File: config.mk
export PLATFORM = sky130hd
export DESIGN_NAME = sti_sipo_rx
export DESIGN_NICKNAME = d
export VERILOG_FILES = /design/src/rtl/sti_pkg.sv /design/src/rtl/sti_rx_fifo.sv /design/src/rtl/sti_sipo_rx.sv
export SDC_FILE = /design/constraint.sdc
export NUM_CORES = 1
export LEC_CHECK = 0
export ABC_AREA = 1
export ABC_CLOCK_PERIOD_IN_PS = 3800
export CAP_MARGIN = 20
export CELL_PAD_IN_SITES_DETAIL_PLACEMENT = 1
export CELL_PAD_IN_SITES_GLOBAL_PLACEMENT = 2
export CORE_ASPECT_RATIO = 2
export CORE_UTILIZATION = 38
export CTS_CLUSTER_DIAMETER = 60
export DETAILED_ROUTE_END_ITERATION = 8
export PLACE_DENSITY_LB_ADDON = 0.1
export SYNTH_ARGS = -nofsm -noshare
export SYNTH_HDL_FRONTEND = slang
export SYNTH_SLANG_ARGS = --single-unit
File: constraint.sdc
create_clock -name clk -period 3.8 [get_ports clk]
set_input_delay 0.95 -clock clk [delete_from_list [all_inputs] [get_ports clk]]
set_output_delay 0.95 -clock clk [all_outputs]
set_load 0.05 [all_outputs]
File: src/rtl/sti_pkg.sv
// Shared types for the serial receive path: length codes, frame config and FSM states.
package sti_pkg;
  localparam int WORD_W = 32;
  localparam int LEN_W  = 6;

  typedef enum logic [1:0] {LEN_8 = 2'd0, LEN_16 = 2'd1, LEN_24 = 2'd2, LEN_32 = 2'd3} len_e;
  typedef enum logic {IDLE = 1'b0, SHIFT = 1'b1} state_e;

  typedef struct packed {
    len_e len;
    logic msb;
  } rx_cfg_t;

  // Expected frame length in bits: 8*(code+1).
  function automatic logic [LEN_W-1:0] exp_bits(len_e len);
    return {1'b0, len, 3'b000} + 6'd8;
  endfunction
endpackage

File: src/rtl/sti_rx_fifo.sv
// DEPTH x W circular FIFO; head is exposed combinationally and reads as zero when empty.
module sti_rx_fifo #(
  parameter int DEPTH = 4,
  parameter int W     = 32
) (
  input  logic                     clk,
  input  logic                     reset,
  input  logic                     push,
  input  logic [W-1:0]             wdata,
  input  logic                     pop,
  output logic [W-1:0]             rdata,
  output logic [$clog2(DEPTH):0]   count,
  output logic                     empty,
  output logic                     full
);
  localparam int AW = $clog2(DEPTH);

  logic [DEPTH-1:0][W-1:0] mem;
  logic [AW-1:0]           wr_ptr, rd_ptr;
  logic                    do_push, do_pop;

  assign empty   = (count == '0);
  assign full    = (count == (AW+1)'(DEPTH));
  assign do_pop  = pop && !empty;
  // A push into a full FIFO is fine when the head leaves in the same cycle.
  assign do_push = push && (!full || do_pop);
  assign rdata   = empty ? '0 : mem[rd_ptr];

  always_ff @(posedge clk or negedge reset) begin
    if (!reset) begin
      wr_ptr <= '0;
      rd_ptr <= '0;
      count  <= '0;
    end else begin
      if (do_push) wr_ptr <= wr_ptr + AW'(1);
      if (do_pop)  rd_ptr <= rd_ptr + AW'(1);
      case ({do_push, do_pop})
        2'b10:   count <= count + (AW+1)'(1);
        2'b01:   count <= count - (AW+1)'(1);
        default: count <= count;
      endcase
    end
  end

  always_ff @(posedge clk) begin
    if (do_push) mem[wr_ptr] <= wdata;
  end
endmodule

File: src/rtl/sti_sipo_rx.sv
// Serial-to-parallel receiver: frames are contiguous so_valid runs, length-checked on the
// falling edge of so_valid and queued in a small FIFO for the host side.
module sti_sipo_rx
  import sti_pkg::*;
#(
  parameter int DEPTH = 4,
  parameter int CNT_W = 6
) (
  input  logic                   clk,
  input  logic                   reset,
  input  logic                   so_valid,
  input  logic                   so_data,
  input  logic [1:0]             cfg_length,
  input  logic                   cfg_msb,
  input  logic                   rx_rd,
  output logic [WORD_W-1:0]      rx_data,
  output logic                   rx_empty,
  output logic [$clog2(DEPTH):0] rx_count,
  output logic                   err_short,
  output logic                   err_long,
  output logic                   err_ovf
);
  state_e            state;
  rx_cfg_t           cfg_q;
  logic [WORD_W-1:0] word;
  logic [CNT_W-1:0]  cnt, exp_cnt;
  logic              commit, is_short, is_long, fifo_full, push, ovf;

  assign exp_cnt  = CNT_W'(exp_bits(cfg_q.len));
  assign commit   = (state == SHIFT) && !so_valid;
  assign is_short = cnt < exp_cnt;
  assign is_long  = cnt > exp_cnt;
  assign push     = commit && !is_short && (!fifo_full || rx_rd);
  assign ovf      = commit && !is_short && fifo_full && !rx_rd;

  always_ff @(posedge clk or negedge reset) begin
    if (!reset) begin
      state     <= IDLE;
      cfg_q     <= '0;
      word      <= '0;
      cnt       <= '0;
      err_short <= 1'b0;
      err_long  <= 1'b0;
      err_ovf   <= 1'b0;
    end else begin
      err_short <= commit && is_short;
      err_long  <= commit && is_long;
      err_ovf   <= ovf;
      case (state)
        IDLE: if (so_valid) begin
          state <= SHIFT;
          cfg_q <= '{len: len_e'(cfg_length), msb: cfg_msb};
          word  <= {{(WORD_W-1){1'b0}}, so_data};
          cnt   <= CNT_W'(1);
        end
        SHIFT: if (so_valid) begin
          // Bits past the expected length are counted but not stored.
          if (cnt < exp_cnt) begin
            if (cfg_q.msb) word <= {word[WORD_W-2:0], so_data};
            else           word[cnt[4:0]] <= so_data;
          end
          if (cnt != '1) cnt <= cnt + CNT_W'(1);
        end else begin
          state <= IDLE;
        end
        default: state <= IDLE;
      endcase
    end
  end

  sti_rx_fifo #(.DEPTH(DEPTH), .W(WORD_W)) u_fifo (
    .clk   (clk),
    .reset (reset),
    .push  (push),
    .wdata (word),
    .pop   (rx_rd),
    .rdata (rx_data),
    .count (rx_count),
    .empty (rx_empty),
    .full  (fifo_full)
  );
endmodule

* Yosys cells after proc, flatten, opt, wreduce, memory -nomap -nowiden
Cells that the tools add are included.
Storage, ports and cells: register bits after elaboration 180, bits in latches 0, RAM bits 0, memory bits (read-only) 0, bits of input ports 8, word-level logic and storage cells 80, memories 0
Operators by class: $add $sub $neg 6, multiply operators 0, divide/modulo/power cells 0, $lt $le $gt $ge 7, eq/ne operators 8, shift-type cells 0, muxes and demuxes 20, bitwise operators 1, reduce and logical (&&, ||, !) cells 23
Operators with widths (count):
- $mux W32 | 7
- $bwmux W128 | 1
- $bmux W32 S2 | 1
- $demux W32 S2 | 1
- $pmux W32 S2 | 1
- $bwmux W32 | 1
- $mux W6 | 3
- $pmux W6 S2 | 1
- $logic_and A1 B1 Y1 | 11
- $add A5 B4 Y6 const B | 1
- $add A6 B1 Y6 const B | 1
- $gt A6 B6 Y1 | 1
- $lt A2 B3 Y1 const B | 2
- $lt A5 B6 Y1 const B | 1
- $lt A6 B6 Y1 | 1
- $ne A6 B6 Y1 const B | 1
- $pmux W3 S2 | 1
- $reduce_and A3 Y1 | 2
- $demux W1 S5 | 1
- $ge A5 B1 Y1 const B | 1
- $logic_not A1 Y1 | 5
- $add A2 B1 Y2 const B | 2
- $ne A2 B1 Y1 const B | 2
- $ne A2 B2 Y1 const B | 2
- 12 further kinds | 14

* Longest topological paths before layout
depth in word-level cells 9, mapped depth 13, mapped depth without buffers 12

* Modules after synthesis
Synthesis repeated with hierarchy kept, for this count alone.
Unflattened totals: cells, all modules 1051, area, all modules 9047.4 µm²
By module, submodules not included:
- sti_rx_fifo | times used 1, cells an instance 565, area an instance 5891.9 µm², seq. area each 4018.9 µm²
- sti_sipo_rx | times used 1, cells an instance 486, area an instance 3155.5 µm², seq. area each 1126.1 µm²

* Worst setup path before layout
No wires, ideal clock.
path type input-to-reg, start point input so_valid, end point register u_fifo.mem[0] in the netlist's numbering, enable pin, library setup time 0.421 ns, arrival time 2.874 ns, slack 0.505 ns, stages on the path 4, path buffers 1, cell sequence buf_2 nor2_1 nand3_1 nor2_1
On the way: cells in the longest elaborated chain, start to end 5
RTL lines:
- start: declaration | line sti_sipo_rx.sv:11 | input logic so_valid,
- $logic_not A1 Y1 | line sti_sipo_rx.sv:30 | assign commit = (state == SHIFT) && !so_valid;
- $logic_and A1 B1 Y1 | line sti_sipo_rx.sv:30
- $logic_and A1 B1 Y1 (2 in a row) | line sti_sipo_rx.sv:33 | assign push = commit && !is_short && (!fifo_full || rx_rd);
- $logic_and A1 B1 Y1 | line sti_rx_fifo.sv:26 | assign do_push = push && (!full || do_pop);
- end signal: indexed assignment | line sti_rx_fifo.sv:46 | if (do_push) mem[wr_ptr] <= wdata;
- end: declaration | line sti_rx_fifo.sv:18 | logic [DEPTH-1:0][W-1:0] mem;
No other way between the ends. A chain may end at the register's enable or synchronous reset.

* Final worst setup path
start point register u_fifo.rd_ptr[1], end point output rx_data[1]
On the way: cells in the longest elaborated chain, start to end 3
RTL lines:
- start: declaration | line sti_rx_fifo.sv:19 | logic [AW-1:0] wr_ptr, rd_ptr;
- start signal: assignment | line sti_rx_fifo.sv:36 | if (do_pop) rd_ptr <= rd_ptr + AW'(1);
- $bmux W32 S2 | line sti_rx_fifo.sv:27 | assign rdata = empty ? '0 : mem[rd_ptr];
- $mux W32 (not written as such) | line sti_rx_fifo.sv:27
- $mux W32 | line sti_rx_fifo.sv:27
- end: declaration | line sti_sipo_rx.sv:16 | output logic [WORD_W-1:0] rx_data,
No other way between the ends. The select of a mux whose other input is x is not followed.

==> run metrics <==
Post CTS Setup Buffer Count=0; Max H-tree Level=4; DRT iter0 DRCs=308; Hold-fix buffers, CTS=0; outcome=finished clean; Synth Instances=906; Fin Hold WS=approximately 0.50 ns; most frequent cells in the layout=nand2_1, nor2_1, edfxtp_1; RSZ-0062 raised after global routing=no; Antenna diodes=0; Clock Skew=between 0.01 and 0.015 ns; number of global-route vias before repair=7043; clock buffer depth=2; Area growth syn-to-layout=14.90%; Skew-Pair Late Insertion Delay=0.43 ns; final setup TNS=0 ns; Top FF cell, synth=edfxtp_1; syn_nets=roughly 930; commonest non-fill, non-tap cell in the layout=nand2_1; core area=~22000 um2; Post-synth ARST share=roughly 29%; Max Freq=0.2866 GHz; TritonCTS buffer count=17; Final Cycle Share=around nine tenths; Final min period=between 3 and 4 ns; Routability Congestion=0.7964; share of post-route cells with drive strength above 1=between 10% and 20%; final wirelength=roughly 23000 um; DR vias=approximately 6.4k; nets=959; CP required=between 2 and 3 ns; # Max-Cap Violations=0; Setup Crit Path Kind=reg -> out; crit path max fanout=33; static leakage=3.771 nW; crit path launch type=register; Pwr per Cell Area=743.1 nW/um2; Rows=76; CTS Root Buffer Type=clkbuf_16; Slew @ Worst Pin=approximately 0.94 ns; Worst-path clk slew=about 0.060 ns; CTS tree=done; GRT overflow=0; Final setup viols=0; final hold vios=0; Final ANT Viol Nets=0; IO Port Bufs=46; vias per std cell=around 5.3; hpwl dp=about 15000 um; number of I/O pins=47; slew margin rel.=a little under two fifths; wire per inst=about 19 um; worst hold path class=reg -> reg; Netlist cell types=28; CP Capture Type=output pin; number of detailed-route iterations in the first pass=6; all-layer global routing usage=between 20% and 30%; Die Span Y=212.6 um; Die ar.=between 20000 and 25000 um2; VDD IR max=497.0 uV; Post-Syn Area=between 8000 and 9000 um2; Post-synth EDFFs=approximately 130; # DRC=0; syn_area_per_cell=approximately 9.3 um2; Syn. warnings=0; antenna violations before repair=0; largest net degree at the start of global routing=67; first-pass GRT wire length=between 30000 and 40000 um; Arr. time, crit path=roughly 2.5 ns; die width=around 110 um; final slew viol count=0; clock sink count=180; Initial Util=about 40%; register area share after synthesis=between 60% and 70%; FF+latch count, synth=180; quantity of gates resized following cts=0
-- area by class of cell --
type / count / area [um2]
multi-input cells: 620 / 2850
flip-flops and latches: 180 / 5146
clock inverters: 11 / 158.9
clock buffers: 21 / 440.4
well taps: 273 / 341.6
fillers: 2478 / 12000
inverters: 50 / 187.7
repair buffers: 68 / 553.0
-- cell usage after synthesis (2+ instances only) --
master	number	area share [%]
a21oi_1	58	3.4
buf_4	4	0.36
ha_1	13	1.9
nor2_1	161	7.2
nand3_1	70	4.2
clkbuf_1	21	0.94
buf_1	9	0.40
o21ai_0	80	4.8
edfxtp_1	128	46
clkinv_1	3	0.13
dfrtp_1	52	15
nand4_1	13	0.97
inv_1	46	2.0
buf_2	21	1.2
nor2_4	2	0.27
nand2_1	191	8.5
xor2_1	3	0.31
xnor2_1	2	0.21
o21ai_1	16	0.95
nor2_2	5	0.37
-- critical path: stages (launching register included) --
cell     delay [ns]
dfrtp_1        0.33
buf_4          0.38
inv_1          0.42
buf_4          0.29
nor2_1         0.15
o21ai_0        0.10
a21oi_1        0.18
buf_4          0.23
-- worst paths after layout --
kind,startpoint,to,slack (ns),cells after the start
hold reg to reg,u_fifo.count[0],u_fifo.count[0],0.50,1
hold / removal,u_fifo.count[0],u_fifo.count[0],0.50,1
setup / recovery,u_fifo.rd_ptr[1],rx_data[1],0.31,7
setup reg to reg,cfg_q[2],u_fifo.count[2],0.97,12
min in group asynchronous,reset,cfg_q[0],0.64,1
max in group asynchronous,reset,word[20],2.33,2
-- registers in the layout, indices dropped and copies added, names as in the netlist --
signal	flops
cfg_q	3
cnt	6
err_long	1
err_ovf	1
err_short	1
state	1
u_fifo.count	3
u_fifo.mem	128
u_fifo.rd_ptr	2
u_fifo.wr_ptr	2
word	32
-- metrics by stage --
stage | setup WS, ns | utilization, % | power, W | area, um2 | cells
global route | 0.1463 | 44.64 | 0.007533 | 9678 | 1223
finish | 0.3111 | 44.64 | 0.007191 | 9678 | 1223
floorplan | 0.5048 | - | 0.004452 | 8423 | 906
detailed placement | 0.6733 | 41.87 | 0.005463 | 9079 | 1191
global placement | 0.6395 | 41.78 | 0.005352 | 9059 | 1190
CTS | 0.2462 | 44.64 | 0.007274 | 9678 | 1223
-- report_power, final --
part	switching, W	internal, W	leakage (nW)	total (W)
clock network	0.000714	0.00109	0.280	0.00181
registers	0.0000822	0.00220	1.78	0.00228
logic	0.00225	0.000856	1.71	0.00311
-- cell families after synthesis --
kind of cell / synth area share (%)
AND/OR/NAND/NOR: 21.58
adder cells (fa/ha/maj): 2.169
XOR/XNOR: 0.5200
AO/OA/AOI/OAI: 9.418
buffers and inverters: 5.229
flip-flops: 61.08
-- routing by layer --
| metal | part of all wire (%) | vias to the layer above | track usage [%] |
|---|---|---|---|
| li1 | - | 3087 | - |
| met1 | 39 | 3204 | 23.33 |
| met2 | 56 | 107 | 42.18 |
| met3 | 2.2 | 30 | 3.280 |
| met4 | 2.5 | 0 | 9.069 |
| met5 | 0 | - | 0 |
No activity file was read; power rests on OpenSTA's default activity.
